## config.mk

```make
export PLATFORM = sky130hd
export DESIGN_NAME = hazard_ctrl_flat
export DESIGN_NICKNAME = d
export VERILOG_FILES = /design/src/rtl/hazard_ctrl_if.sv /design/src/rtl/hazard_ctrl.sv /design/src/flat_wrapper.sv
export SDC_FILE = /design/constraint.sdc
export NUM_CORES = 1
export LEC_CHECK = 0
export BUFFER_PORTS_ARGS = -buffer_cell sky130_fd_sc_hd__buf_2
export CAP_MARGIN = 20
export CORE_ASPECT_RATIO = 2
export CORE_MARGIN = 2
export CORE_UTILIZATION = 56
export DETAILED_ROUTE_END_ITERATION = 10
export PLACE_DENSITY = 0.91
export SETUP_SLACK_MARGIN = 0.5
export SYNTH_ARGS = -nofsm -noshare
export SYNTH_HDL_FRONTEND = slang
export SYNTH_SLANG_ARGS = --single-unit
```

## constraint.sdc

```tcl
create_clock -name clk -period 4.4 [get_ports clk]
set_input_delay 0.66 -clock clk [delete_from_list [all_inputs] [get_ports clk]]
set_output_delay 0.66 -clock clk [all_outputs]
set_load 0.1 [all_outputs]
```

## src/rtl/hazard_ctrl_if.sv

```systemverilog
// Pipeline hazard control bundle: operand/destination tags and memory status in,
// stall/flush/forward controls and event counters out.
interface hazard_ctrl_if #(
    parameter int unsigned CNT_W = 32
);
    logic [4:0]       Rs1D;
    logic [4:0]       Rs2D;
    logic [4:0]       Rs1E;
    logic [4:0]       Rs2E;
    logic [4:0]       RdE;
    logic [4:0]       RdM;
    logic [4:0]       RdW;
    logic             LoadE;
    logic             RegWriteM;
    logic             RegWriteW;
    logic             MispredictE;
    logic             MemReqM;
    logic             dmem_ready;

    logic             StallF;
    logic             StallD;
    logic             StallE;
    logic             StallM;
    logic             FlushD;
    logic             FlushE;
    logic             FlushW;
    logic [1:0]       ForwardAE;
    logic [1:0]       ForwardBE;
    logic             mem_err;
    logic [CNT_W-1:0] stall_cnt;
    logic [CNT_W-1:0] flush_cnt;

    // datapath side
    modport master (
        output Rs1D, Rs2D, Rs1E, Rs2E, RdE, RdM, RdW,
        output LoadE, RegWriteM, RegWriteW, MispredictE, MemReqM, dmem_ready,
        input  StallF, StallD, StallE, StallM, FlushD, FlushE, FlushW,
        input  ForwardAE, ForwardBE, mem_err, stall_cnt, flush_cnt
    );

    // hazard controller side
    modport slave (
        input  Rs1D, Rs2D, Rs1E, Rs2E, RdE, RdM, RdW,
        input  LoadE, RegWriteM, RegWriteW, MispredictE, MemReqM, dmem_ready,
        output StallF, StallD, StallE, StallM, FlushD, FlushE, FlushW,
        output ForwardAE, ForwardBE, mem_err, stall_cnt, flush_cnt
    );
endinterface

```

## src/rtl/hazard_ctrl.sv

```systemverilog
// Hazard/flow controller for a 5-stage pipeline: EX forwarding, load-use stall,
// mispredict flush, data-memory wait with timeout, saturating event counters.
module hazard_ctrl #(
    parameter int unsigned MEM_TIMEOUT = 16,
    parameter int unsigned CNT_W       = 32
) (
    input logic           clk,
    input logic           reset,
    hazard_ctrl_if.slave  bus
);

    localparam int unsigned WAIT_W = (MEM_TIMEOUT > 2) ? $clog2(MEM_TIMEOUT) : 1;
    localparam logic [WAIT_W-1:0] WAIT_LAST = WAIT_W'(MEM_TIMEOUT - 1);

    typedef enum logic {
        RUN,
        MEM_WAIT
    } state_t;

    state_t            state;
    logic [WAIT_W-1:0] wait_cnt;
    logic [CNT_W-1:0]  stall_cnt;
    logic [CNT_W-1:0]  flush_cnt;
    logic              mem_err;

    logic       lw_stall;
    logic       mem_hold;
    logic       timeout;
    logic       stall_f;
    logic       stall_d;
    logic       stall_e;
    logic       stall_m;
    logic       flush_d;
    logic       flush_e;
    logic       flush_w;
    logic [1:0] fwd_a;
    logic [1:0] fwd_b;

    always_comb begin
        lw_stall = bus.LoadE && (bus.RdE != '0) &&
                   ((bus.RdE == bus.Rs1D) || (bus.RdE == bus.Rs2D));
        // first miss cycle stalls combinationally from RUN; MEM_WAIT releases as ready arrives
        mem_hold = !bus.dmem_ready && ((state == MEM_WAIT) || bus.MemReqM);
        timeout  = (state == MEM_WAIT) && !bus.dmem_ready && (wait_cnt == WAIT_LAST);

        stall_f = 1'b0;
        stall_d = 1'b0;
        stall_e = 1'b0;
        stall_m = 1'b0;
        flush_d = 1'b0;
        flush_e = 1'b0;
        flush_w = 1'b0;

        if (!reset) begin
            flush_d = 1'b1;
            flush_e = 1'b1;
            flush_w = 1'b1;
        end else if (mem_hold) begin
            stall_f = 1'b1;
            stall_d = 1'b1;
            stall_e = 1'b1;
            stall_m = 1'b1;
            flush_w = 1'b1;
        end else if (state == RUN) begin
            stall_f = lw_stall;
            stall_d = lw_stall;
            flush_e = lw_stall || bus.MispredictE;
            flush_d = bus.MispredictE;
        end
    end

    always_comb begin
        fwd_a = 2'b00;
        fwd_b = 2'b00;
        if (reset) begin
            if (bus.RegWriteM && (bus.RdM != '0) && (bus.RdM == bus.Rs1E))
                fwd_a = 2'b10;
            else if (bus.RegWriteW && (bus.RdW != '0) && (bus.RdW == bus.Rs1E))
                fwd_a = 2'b01;

            if (bus.RegWriteM && (bus.RdM != '0) && (bus.RdM == bus.Rs2E))
                fwd_b = 2'b10;
            else if (bus.RegWriteW && (bus.RdW != '0) && (bus.RdW == bus.Rs2E))
                fwd_b = 2'b01;
        end
    end

    always_ff @(posedge clk) begin
        if (!reset) begin
            state     <= RUN;
            wait_cnt  <= '0;
            stall_cnt <= '0;
            flush_cnt <= '0;
            mem_err   <= 1'b0;
        end else begin
            mem_err <= timeout;

            if (stall_f && (stall_cnt != '1))
                stall_cnt <= stall_cnt + CNT_W'(1);
            if (flush_d && (flush_cnt != '1))
                flush_cnt <= flush_cnt + CNT_W'(1);

            if (state == RUN) begin
                if (bus.MemReqM && !bus.dmem_ready) begin
                    state    <= MEM_WAIT;
                    wait_cnt <= WAIT_W'(1);
                end
            end else begin
                if (bus.dmem_ready || timeout) begin
                    state    <= RUN;
                    wait_cnt <= '0;
                end else begin
                    wait_cnt <= wait_cnt + WAIT_W'(1);
                end
            end
        end
    end

    assign bus.StallF    = stall_f;
    assign bus.StallD    = stall_d;
    assign bus.StallE    = stall_e;
    assign bus.StallM    = stall_m;
    assign bus.FlushD    = flush_d;
    assign bus.FlushE    = flush_e;
    assign bus.FlushW    = flush_w;
    assign bus.ForwardAE = fwd_a;
    assign bus.ForwardBE = fwd_b;
    assign bus.mem_err   = mem_err;
    assign bus.stall_cnt = stall_cnt;
    assign bus.flush_cnt = flush_cnt;

endmodule

```

## src/flat_wrapper.sv

```systemverilog
// flat-port wrapper written by rule: the top's interface ports become plain ports
module hazard_ctrl_flat 
#(
    parameter int unsigned MEM_TIMEOUT = 16,
    parameter int unsigned CNT_W       = 32
)
  (clk, reset, bus_Rs1D, bus_Rs2D, bus_Rs1E, bus_Rs2E, bus_RdE, bus_RdM, bus_RdW, bus_LoadE, bus_RegWriteM, bus_RegWriteW, bus_MispredictE, bus_MemReqM, bus_dmem_ready, bus_StallF, bus_StallD, bus_StallE, bus_StallM, bus_FlushD, bus_FlushE, bus_FlushW, bus_ForwardAE, bus_ForwardBE, bus_mem_err, bus_stall_cnt, bus_flush_cnt);
  hazard_ctrl_if #(.CNT_W(CNT_W)) bus_i ();
  input logic clk;
  input logic reset;
  input wire logic [$bits(bus_i.Rs1D)-1:0] bus_Rs1D;
  input wire logic [$bits(bus_i.Rs2D)-1:0] bus_Rs2D;
  input wire logic [$bits(bus_i.Rs1E)-1:0] bus_Rs1E;
  input wire logic [$bits(bus_i.Rs2E)-1:0] bus_Rs2E;
  input wire logic [$bits(bus_i.RdE)-1:0] bus_RdE;
  input wire logic [$bits(bus_i.RdM)-1:0] bus_RdM;
  input wire logic [$bits(bus_i.RdW)-1:0] bus_RdW;
  input wire logic [$bits(bus_i.LoadE)-1:0] bus_LoadE;
  input wire logic [$bits(bus_i.RegWriteM)-1:0] bus_RegWriteM;
  input wire logic [$bits(bus_i.RegWriteW)-1:0] bus_RegWriteW;
  input wire logic [$bits(bus_i.MispredictE)-1:0] bus_MispredictE;
  input wire logic [$bits(bus_i.MemReqM)-1:0] bus_MemReqM;
  input wire logic [$bits(bus_i.dmem_ready)-1:0] bus_dmem_ready;
  output wire logic [$bits(bus_i.StallF)-1:0] bus_StallF;
  output wire logic [$bits(bus_i.StallD)-1:0] bus_StallD;
  output wire logic [$bits(bus_i.StallE)-1:0] bus_StallE;
  output wire logic [$bits(bus_i.StallM)-1:0] bus_StallM;
  output wire logic [$bits(bus_i.FlushD)-1:0] bus_FlushD;
  output wire logic [$bits(bus_i.FlushE)-1:0] bus_FlushE;
  output wire logic [$bits(bus_i.FlushW)-1:0] bus_FlushW;
  output wire logic [$bits(bus_i.ForwardAE)-1:0] bus_ForwardAE;
  output wire logic [$bits(bus_i.ForwardBE)-1:0] bus_ForwardBE;
  output wire logic [$bits(bus_i.mem_err)-1:0] bus_mem_err;
  output wire logic [$bits(bus_i.stall_cnt)-1:0] bus_stall_cnt;
  output wire logic [$bits(bus_i.flush_cnt)-1:0] bus_flush_cnt;
  assign bus_i.Rs1D = bus_Rs1D;
  assign bus_i.Rs2D = bus_Rs2D;
  assign bus_i.Rs1E = bus_Rs1E;
  assign bus_i.Rs2E = bus_Rs2E;
  assign bus_i.RdE = bus_RdE;
  assign bus_i.RdM = bus_RdM;
  assign bus_i.RdW = bus_RdW;
  assign bus_i.LoadE = bus_LoadE;
  assign bus_i.RegWriteM = bus_RegWriteM;
  assign bus_i.RegWriteW = bus_RegWriteW;
  assign bus_i.MispredictE = bus_MispredictE;
  assign bus_i.MemReqM = bus_MemReqM;
  assign bus_i.dmem_ready = bus_dmem_ready;
  assign bus_StallF = bus_i.StallF;
  assign bus_StallD = bus_i.StallD;
  assign bus_StallE = bus_i.StallE;
  assign bus_StallM = bus_i.StallM;
  assign bus_FlushD = bus_i.FlushD;
  assign bus_FlushE = bus_i.FlushE;
  assign bus_FlushW = bus_i.FlushW;
  assign bus_ForwardAE = bus_i.ForwardAE;
  assign bus_ForwardBE = bus_i.ForwardBE;
  assign bus_mem_err = bus_i.mem_err;
  assign bus_stall_cnt = bus_i.stall_cnt;
  assign bus_flush_cnt = bus_i.flush_cnt;
  hazard_ctrl #(.MEM_TIMEOUT(MEM_TIMEOUT), .CNT_W(CNT_W)) u_core (.clk(clk), .reset(reset), .bus(bus_i));
endmodule
```

Word-level counts from Yosys, hierarchy flattened:

Index checks and enable logic that the tools add are counted.
Widths: inputs -> output; s select.

* $add $sub $neg: 3
* equality and inequality tests: 9
* multiplexer cells: 24
* reductions and logical operators: 23

Operator list (number)
* $add 32x1->32 const B: 2
* $ne 32x32->1 const B: 2
* $eq 5x5->1: 6
* $mux 1: 17
* $reduce_bool 5->1: 3
* $logic_and 1x1->1: 14
* $mux 4: 3
* $mux 2: 4
* $add 4x1->4 const B: 1
* $eq 4x4->1 const B: 1
* $logic_or 1x1->1: 4
* $reduce_bool 2->1: 1
* $logic_not 1->1: 1

* register bits: 70
* word-level logic and storage cells: 64

Depth between registers and ports, before layout:

Gate-level depths: netlist (run 1).

* depth in word-level cells: 7
* depth in mapped cells: 8

Worst setup path after synthesis (run 1):

OpenSTA, ideal clock, no wires.

* kind: input -> output
* from: input bus_RdM[0]
* to: output bus_ForwardAE[0]
* data arrival time: 4.402 ns
* slack: -0.662 ns
* stages: 4
* path buffers: 0
* path through: or4_1 > o21ai_0 > nor4_1 > nor4_1

* longest elaborated chain between the ends: 5

RTL lines
* from (decl): RTL line flat_wrapper.sv:16 `input wire logic [$bits(bus_i.RdM)-1:0] bus_RdM;`
* $reduce_bool 5->1: RTL line hazard_ctrl.sv:76 `if (bus.RegWriteM && (bus.RdM != '0) && (bus.RdM == bus.Rs1E))`
* $logic_and 1x1->1: RTL line hazard_ctrl.sv:76
* $logic_and 1x1->1 *: RTL line hazard_ctrl.sv:76
* $mux 2 *: RTL line hazard_ctrl.sv:76
* $mux 2 *: RTL line hazard_ctrl.sv:75 `if (reset) begin`
* to (decl): RTL line flat_wrapper.sv:31 `output wire logic [$bits(bus_i.ForwardAE)-1:0] bus_ForwardAE;`

Mark *: on every way between the ends. The rest lies on a longest branch, timed or not.

Final worst setup path (run 1):

* from: input reset
* to: output bus_StallF

* longest elaborated chain between the ends: 1

RTL lines
* from (decl): RTL line flat_wrapper.sv:10 `input logic reset;`
* $mux 1: RTL line hazard_ctrl.sv:54 `if (!reset) begin`
* to (decl): RTL line flat_wrapper.sv:24 `output wire logic [$bits(bus_i.StallF)-1:0] bus_StallF;`

Every way passes these cells.

==> PnR_summary.wiki, run 1 <==
{| class="wikitable"
! Metric !! Value
|-
| Result of the run || completed
|-
| Worst ir drop on vdd || 0.000250 V
|-
| I/O pin count || approximately 120
|-
| Number of gates given a new drive strength after cts || 0
|-
| Setup violators final || 0
|-
| Cell at the slowest stage of the critical path || o21ai_2
|-
| Synthesized netlist net count || 527
|-
| Via count of the first global-routing pass || between 3000 and 4000
|-
| Number of buffers created by CTS || 9
|-
| Number of H-tree branching levels || 3
|-
| Kind of path behind the tightest hold check || flip-flop to flip-flop
|-
| Post-route cell area || 0.00493 sq mm
|-
| Top cell type's share of synthesized area || 0.349
|-
| Die X || 63.9 um
|-
| Mapped Cells || 481
|-
| ANT cells || 0
|-
| Final-layout fill cell count || 545
|-
| Slack of the worst reg-to-reg path || roughly 1.6 ns
|-
| Top Family by Delay on Critical Path || buffers and inverters
|-
| Ratio of cells with drive above 1 in the final layout || 0.263
|-
| Total Die Area || approximately 0.0079 sq mm
|-
| Critical path buffer and inverter count || 4
|-
| Power density over cell area || 311 mW/mm^2
|-
| Routed len/inst || about 16 um
|-
| Top post-synthesis cells by count || dfxtp_1 (70), nand2_1 (35), a21oi_1 (34), nor2_1 (34), xnor2_1 (26)
|-
| Post-route ant nets || 0
|-
| EDFF count, synth || 0
|-
| Cells traversed along the worst timing path || buf_2 > inv_1 > nor2_4 > o21ai_2 > inv_1 > buf_2
|-
| Clock share of power || 0.472
|-
| CTS Buffer Depth || 2
|-
| Crit start category || input pin
|-
| Placeable core region || 0.00694 sq mm
|-
| Routed vias || 4190
|-
| Max Transition Viols Final || 0
|-
| Number of input and output port buffers inserted || 118
|-
| Layout overhead on the synthesized area || 22.8%
|-
| HPWL after DPL || 8050 um
|-
| Clock latency at the later pin of the worst-skew pair || 0.34 ns
|-
| Worst-Margin Slew || between 0.9 and 1 ns
|-
| Endpoint arrival time on the critical path || 2.85 ns
|-
| Wire length of the first global-routing pass || 17700 um
|-
| Initial antenna violation count || 0
|-
| TritonRoute pass-1 iters || 5
|-
| Top post-synthesis cells by area || dfxtp_1 (35%), xnor2_1 (5.7%), xor2_1 (4.8%)
|-
| Source of the worst register-to-register timing path || u_core.bus.stall_cnt[0]
|-
| Origin of the worst setup path || reset
|-
| Library cell with the largest summed area after synthesis || dfxtp_1
|-
| Maximum clock frequency || about 0.28 GHz
|-
| Number of rows created at floorplan || 43
|-
| Combinational share of power || 0.108
|-
| Root Buffer || clkbuf_16
|-
| Nets@finish || about 640
|-
| Clock slew seen by the registers of the worst setup and hold paths || 0.05 ns
|-
| DRC marker count from the first detailed-route iteration || 411
|-
| Net switching power figure || 0.396 mW
|-
| Final-report hold violation count || 0
|-
| Post-detailed-route DRC marker count || 0
|-
| Setup repair after global routing missed its margin || no
|-
| Final period utilization || 0.798
|-
| Slowest cell delay on critical path || 0.80 ns
|-
| Last weighted congestion value of the routability-driven placer || around 0.89
|-
| Ratio of routed vias to standard cells || 6.13
|-
| Proportion of total power due to net switching || 0.258
|-
| Cell variety after synth || 58
|-
| Clock tree from TritonCTS || done
|-
| Leak Pwr || 1.97 nW
|-
| Min-delay src || u_core.wait_cnt[3]
|-
| Kind of end point of the critical path || primary output
|-
| Shortest period the worst path allows || 3.51 ns
|-
| Global route total overflow || 0
|-
| Most used flip-flop cell after synthesis || dfxtp_1
|-
| Syn. warnings || 0
|-
| Flip-flop and latch count after synthesis || 70
|-
| Relative slew slack || 0.341
|-
| Netlist area before placement || 0.00402 sq mm
|-
| Quantity of hold-fixing buffers added after cts || 0
|-
| Cell internal pwr || between 1 and 1.5 mW
|-
| Overall fraction of global-route tracks in use || 0.281
|-
| Number of sinks driven by the clock tree || 70
|-
| Cell Area, Placed || 0.00462 sq mm
|-
| Initial Util || 0.579
|-
| Data required, critical path || 3.74 ns
|-
| Largest clock skew in the final design || approximately 0.0079 ns
|-
| Async set or reset register ratio after synthesis || 0
|-
| Mean cell area of the mapped netlist || between 8 and 9 sq um
|-
| Setup fix buffers added after clock tree synthesis || 0
|-
| Pin count of the biggest net entering global routing || 39
|-
| Count of max-cap constraint violations || 0
|-
| Sequential-to-total area share from yosys stat || 0.349
|-
| TNS Setup || 0 ns
|-
| Proportion of power drawn by flip-flops and latches || 0.420
|-
| Dominant cell by count in the synthesized netlist || dfxtp_1
|-
| Largest driver fanout on the critical path || 28
|-
| Critical setup path kind || input pin to primary output
|-
| Die extent in y || 124 um
|-
| Post-Route WL || 11000 um
|}
## per-stage QoR
stage / instances / hold slack, ns / setup WS [ns] / utilization / power [mW]
after global routing: 684 / 0.513 / 0.711 / 0.710 / 1.58
final: 684 / 0.484 / 0.889 / 0.710 / 1.53
after global placement: 667 / 0.471 / 1.05 / 0.666 / 0.818
after floorplan: 481 / 0.456 / 0.514 / - / 0.778
after CTS: 683 / 0.487 / 0.946 / 0.709 / 1.54
after detailed placement: 667 / 0.479 / 1.01 / 0.666 / 0.824
## routing by layer
layer | part of all wire | global-route usage | vias up
met5 | 0 | 0 | -
met3 | 0.049 | 0.0551 | 38
li1 | - | - | 1999
met4 | 0.042 | 0.173 | 0
met1 | 0.36 | 0.279 | 1979
met2 | 0.55 | 0.526 | 174
## final timing paths
check                        endpoint  depth (start not counted)
min                u_core.bus.mem_err                          2
min reg2reg        u_core.bus.mem_err                          2
max                        bus_StallF                          6
max reg2reg  u_core.bus.stall_cnt[27]                          6
## power groups by stage
stage / sequential, mW / clock, mW / combinational, mW
6_report: 0.645 / 0.724 / 0.166
5_1_grt: 0.646 / 0.761 / 0.178
4_1_cts: 0.645 / 0.733 / 0.166
3_5_place_dp: 0.659 / 0 / 0.165
3_3_place_gp: 0.658 / 0 / 0.160
2_1_floorplan: 0.681 / 0 / 0.0973
## registers in the layout, summed over array words and instances, names as in the netlist
signal	cells
u_core.bus.flush_cnt	32
u_core.bus.mem_err	1
u_core.state	1
u_core.wait_cnt	4
u_core.bus.stall_cnt	32
## worst min-delay path, stage by stage (launching register included)
cell     delay (ns)
dfxtp_1        0.32
nand3_1        0.08
nor2_1         0.04
## logic make-up after synthesis
family / share of synthesized area
and+or+nand+nor: 0.322
AOI/OAI and AO/OA: 0.163
DFF: 0.349
xor gates and xnor gates: 0.105
buffers and inverters: 0.0427
muxes: 0.00997
adders and majority gates: 0.00935
## layout make-up
class                   count  area [sq um]  area share
inverters                  10          37.5     0.00761
flip-flops and latches     70          1400       0.284
clock inverters             6          61.3      0.0124
clock buffers              10           239      0.0485
repair buffers            121           617       0.125
multi-input cells         377          2460       0.499
well taps                  90           113      0.0228
## placed cells by master, fill, tap and decap left out, types with 3 or more instances in the layout
cell,n
buf_2,118
dfxtp_1,70
nand2_1,35
a21oi_1,34
nor2_1,33
xnor2_1,26
nand3_1,25
o21ai_0,24
xor2_1,22
or3_1,21
nand4_1,17
or4_1,14
o31ai_1,12
inv_1,10
and3_1,9
clkbuf_16,9
nand2b_1,8
and4_1,8
nor3_1,8
nor4_1,7
and2_1,7
o211ai_1,5
o22ai_1,4
o31a_1,4
nand3b_1,4
mux2i_1,4
nor4_2,3
o311ai_0,3
o41ai_1,3
o21a_1,3
ha_1,3
clkinv_2,3
No activity file was read; power rests on OpenSTA's default activity.
==> inputs of run 2 (changes only) <==
Settings changed: CORE_UTILIZATION 56 to 47, PLACE_DENSITY 0.91 to 0.82.
Clock period 4.4 ns to 3.1 ns, I/O delays scaled along.
==> run 2 against run 1 <==
- cell area up 2.6%
- first-iteration DRC count decreased by 39%
- combinational power is 48% higher
- sequential power grew 42%
- hold slack worse by 0.017 ns
- non-clock buffer count increased by 5
- highest routed layer unchanged
==> PnR_summary.wiki, run 2 (synthesis results as in run 1) <==
{| class="wikitable"
! Metric !! Value
|-
| Result of the run || completed
|-
| Clock tree from TritonCTS || done
|-
| Number of buffers created by CTS || 9 (unchanged)
|-
| Largest clock skew in the final design || 0.00657 ns (-0.00137 ns)
|-
| Initial Util || 0.484 (-0.0943)
|-
| Clock latency at the later pin of the worst-skew pair || 0.33 ns (about the same)
|-
| Leading cell types in the layout, fill and taps excluded || buf_2 (117), dfxtp_1 (51), nand2_1 (35), a21oi_1 (34), nor2_1 (33)
|-
| Largest driver fanout on the critical path || 2 (-93%)
|-
| I/O pin count || 119 (unchanged)
|-
| Global route total overflow || 0 (unchanged)
|-
| Die X || 69.4 um (+8.6%)
|-
| Quantity of hold-fixing buffers added after cts || 0 (unchanged)
|-
| Combinational share of power || 0.112 (+0.004)
|-
| Total Die Area || 0.00934 sq mm (+18%)
|-
| Number of rows created at floorplan || 47 (+9.3%)
|-
| Count of max-cap constraint violations || 0 (unchanged)
|-
| Post-Route WL || 11100 um (+1.1%)
|-
| Initial antenna violation count || 0 (unchanged)
|-
| Final period utilization || 0.813
|-
| Most frequent standard cell in the layout excluding fill and tap cells || buf_2
|-
| Cell internal pwr || 1.65 mW (+44%)
|-
| Root Buffer || clkbuf_16
|-
| Proportion of power drawn by flip-flops and latches || 0.416 (-0.004)
|-
| Net switching power figure || 0.554 mW (+40%)
|-
| Ratio of routed vias to standard cells || 5.99 (-2.2%)
|-
| Routed vias || 4176 (-0.33%)
|-
| Shortest period the worst path allows || 2.52 ns
|-
| Ratio of cells with drive above 1 in the final layout || 0.309 (+0.0462)
|-
| Data required, critical path || 2.63 ns (-1.11 ns)
|-
| Slack of the worst reg-to-reg path || 0.87 ns (-0.77 ns)
|-
| Power density over cell area || 435 mW/mm^2 (+40%)
|-
| ANT cells || 0 (unchanged)
|-
| Worst-Margin Slew || 0.738 ns (-0.251 ns)
|-
| Proportion of total power due to net switching || 0.252 (-0.00616)
|-
| Crit start category || input pin
|-
| TNS Setup || 0 ns (unchanged)
|-
| Worst hold slack across all endpoints || 0.467 ns (-0.0172 ns)
|-
| Overall fraction of global-route tracks in use || 0.237 (-0.0444)
|-
| Routed len/inst || 15.9 um (-0.79%)
|-
| Number of input and output port buffers inserted || 118 (unchanged)
|-
| Setup violators final || 0 (unchanged)
|-
| Endpoint arrival time on the critical path || 2.05 ns (-0.80 ns)
|-
| HPWL after DPL || 8340 um (+3.5%)
|-
| Layout overhead on the synthesized area || 26.0%
|-
| CTS Buffer Depth || 2 (unchanged)
|-
| Last weighted congestion value of the routability-driven placer || 0.981 (+10%)
|-
| Number of placed instances, taps included || 681 (+2.1%)
|-
| Kind of end point of the critical path || primary output
|-
| Maximum clock frequency || 0.397 GHz
|-
| Die extent in y || 135 um (+8.9%)
|-
| Final-report hold violation count || 0 (unchanged)
|-
| TritonRoute pass-1 iters || 4 (-1)
|-
| Clock slew seen by the registers of the worst setup and hold paths || 0.06 ns (about the same)
|-
| Clock share of power || 0.472 (about the same)
|-
| Leak Pwr || 2.00 nW (+1.6%)
|-
| Post-route ant nets || 0 (unchanged)
|-
| Number of sinks driven by the clock tree || 70 (unchanged)
|-
| Via count of the first global-routing pass || 3998 (+1.8%)
|-
| Wire length of the first global-routing pass || 18100 um (+2.0%)
|-
| Worst ir drop on vdd || 0.000291 V (+16%)
|-
| Critical setup path kind || input pin to primary output
|-
| Max Transition Viols Final || 0 (unchanged)
|-
| Relative slew slack || 0.506 (+0.165)
|-
| Kind of path behind the tightest hold check || flip-flop to flip-flop
|-
| Post-route non-filler standard cell count || 697 (+1.9%)
|-
| Post-detailed-route DRC marker count || 0 (unchanged)
|-
| DRC marker count from the first detailed-route iteration || 251 (-39%)
|-
| Number of H-tree branching levels || 3 (unchanged)
|-
| Placeable core region || 0.00829 sq mm (+19%)
|-
| Setup repair after global routing missed its margin || no
|-
| Nets@finish || 640 (+0.79%)
|-
| Pin count of the biggest net entering global routing || 51 (+31%)
|-
| Largest registers || u_core.bus.flush_cnt: 32 flops, u_core.bus.stall_cnt: 32 flops, u_core.wait_cnt: 4 flops
|}
run 2: repair_timing:
item | CTS | global route
gates resized for setup | 1 | 1
endpoints found under the setup margin | 1 | 1
setup buffers | 0 | 0
run 2: worst paths after layout:
kind         depth (start not counted)                     from                        to
max                                  6              bus_Rs2E[3]          bus_ForwardBE[1]
min reg2reg                          1  u_core.bus.stall_cnt[5]   u_core.bus.stall_cnt[5]
max reg2reg                          7  u_core.bus.stall_cnt[0]  u_core.bus.stall_cnt[13]
min                                  1  u_core.bus.stall_cnt[5]   u_core.bus.stall_cnt[5]
run 2: metal layers:
metal | vias up | track usage | part of all wire
li1 | 2019 | - | -
met1 | 1989 | 0.230 | 0.36
met2 | 136 | 0.449 | 0.56
met3 | 32 | 0.0552 | 0.037
met4 | 0 | 0.134 | 0.037
met5 | - | 0 | 0
run 2: power groups by stage:
stage / clock network (mW) / registers (mW) / logic, mW
finish: 1.04 / 0.916 / 0.246
global route: 1.11 / 0.916 / 0.262
CTS: 1.06 / 0.916 / 0.246
detailed placement: 0 / 0.935 / 0.244
global placement: 0 / 0.934 / 0.237
floorplan: 0 / 0.967 / 0.149
run 2: per-stage QoR:
stage / power [mW] / util / cell area [sq um] / setup WS [ns]
CTS: 2.22 / 0.609 / 5050 / 0.560
floorplan: 1.12 / - / 4140 / 0.296
global placement: 1.17 / 0.573 / 4750 / 0.543
global route: 2.29 / 0.610 / 5060 / 0.509
detailed placement: 1.18 / 0.573 / 4750 / 0.494
finish: 2.20 / 0.610 / 5060 / 0.580
run 2: critical path: stages:
cell and delay, ns:
buf_2 0.12, xnor2_1 0.16, nand3_1 0.09, nor4_1 0.59, and2_1 0.21, buf_2 0.42
run 2: final cells by class:
type	instances	area, sq um
fill	732	3230
multi-input combinational	377	2510
sequential	70	1430
timing repair buffer	126	653
clock buffer	13	260
tap	98	123
clock inverter	3	42.5
inverter	10	41.3
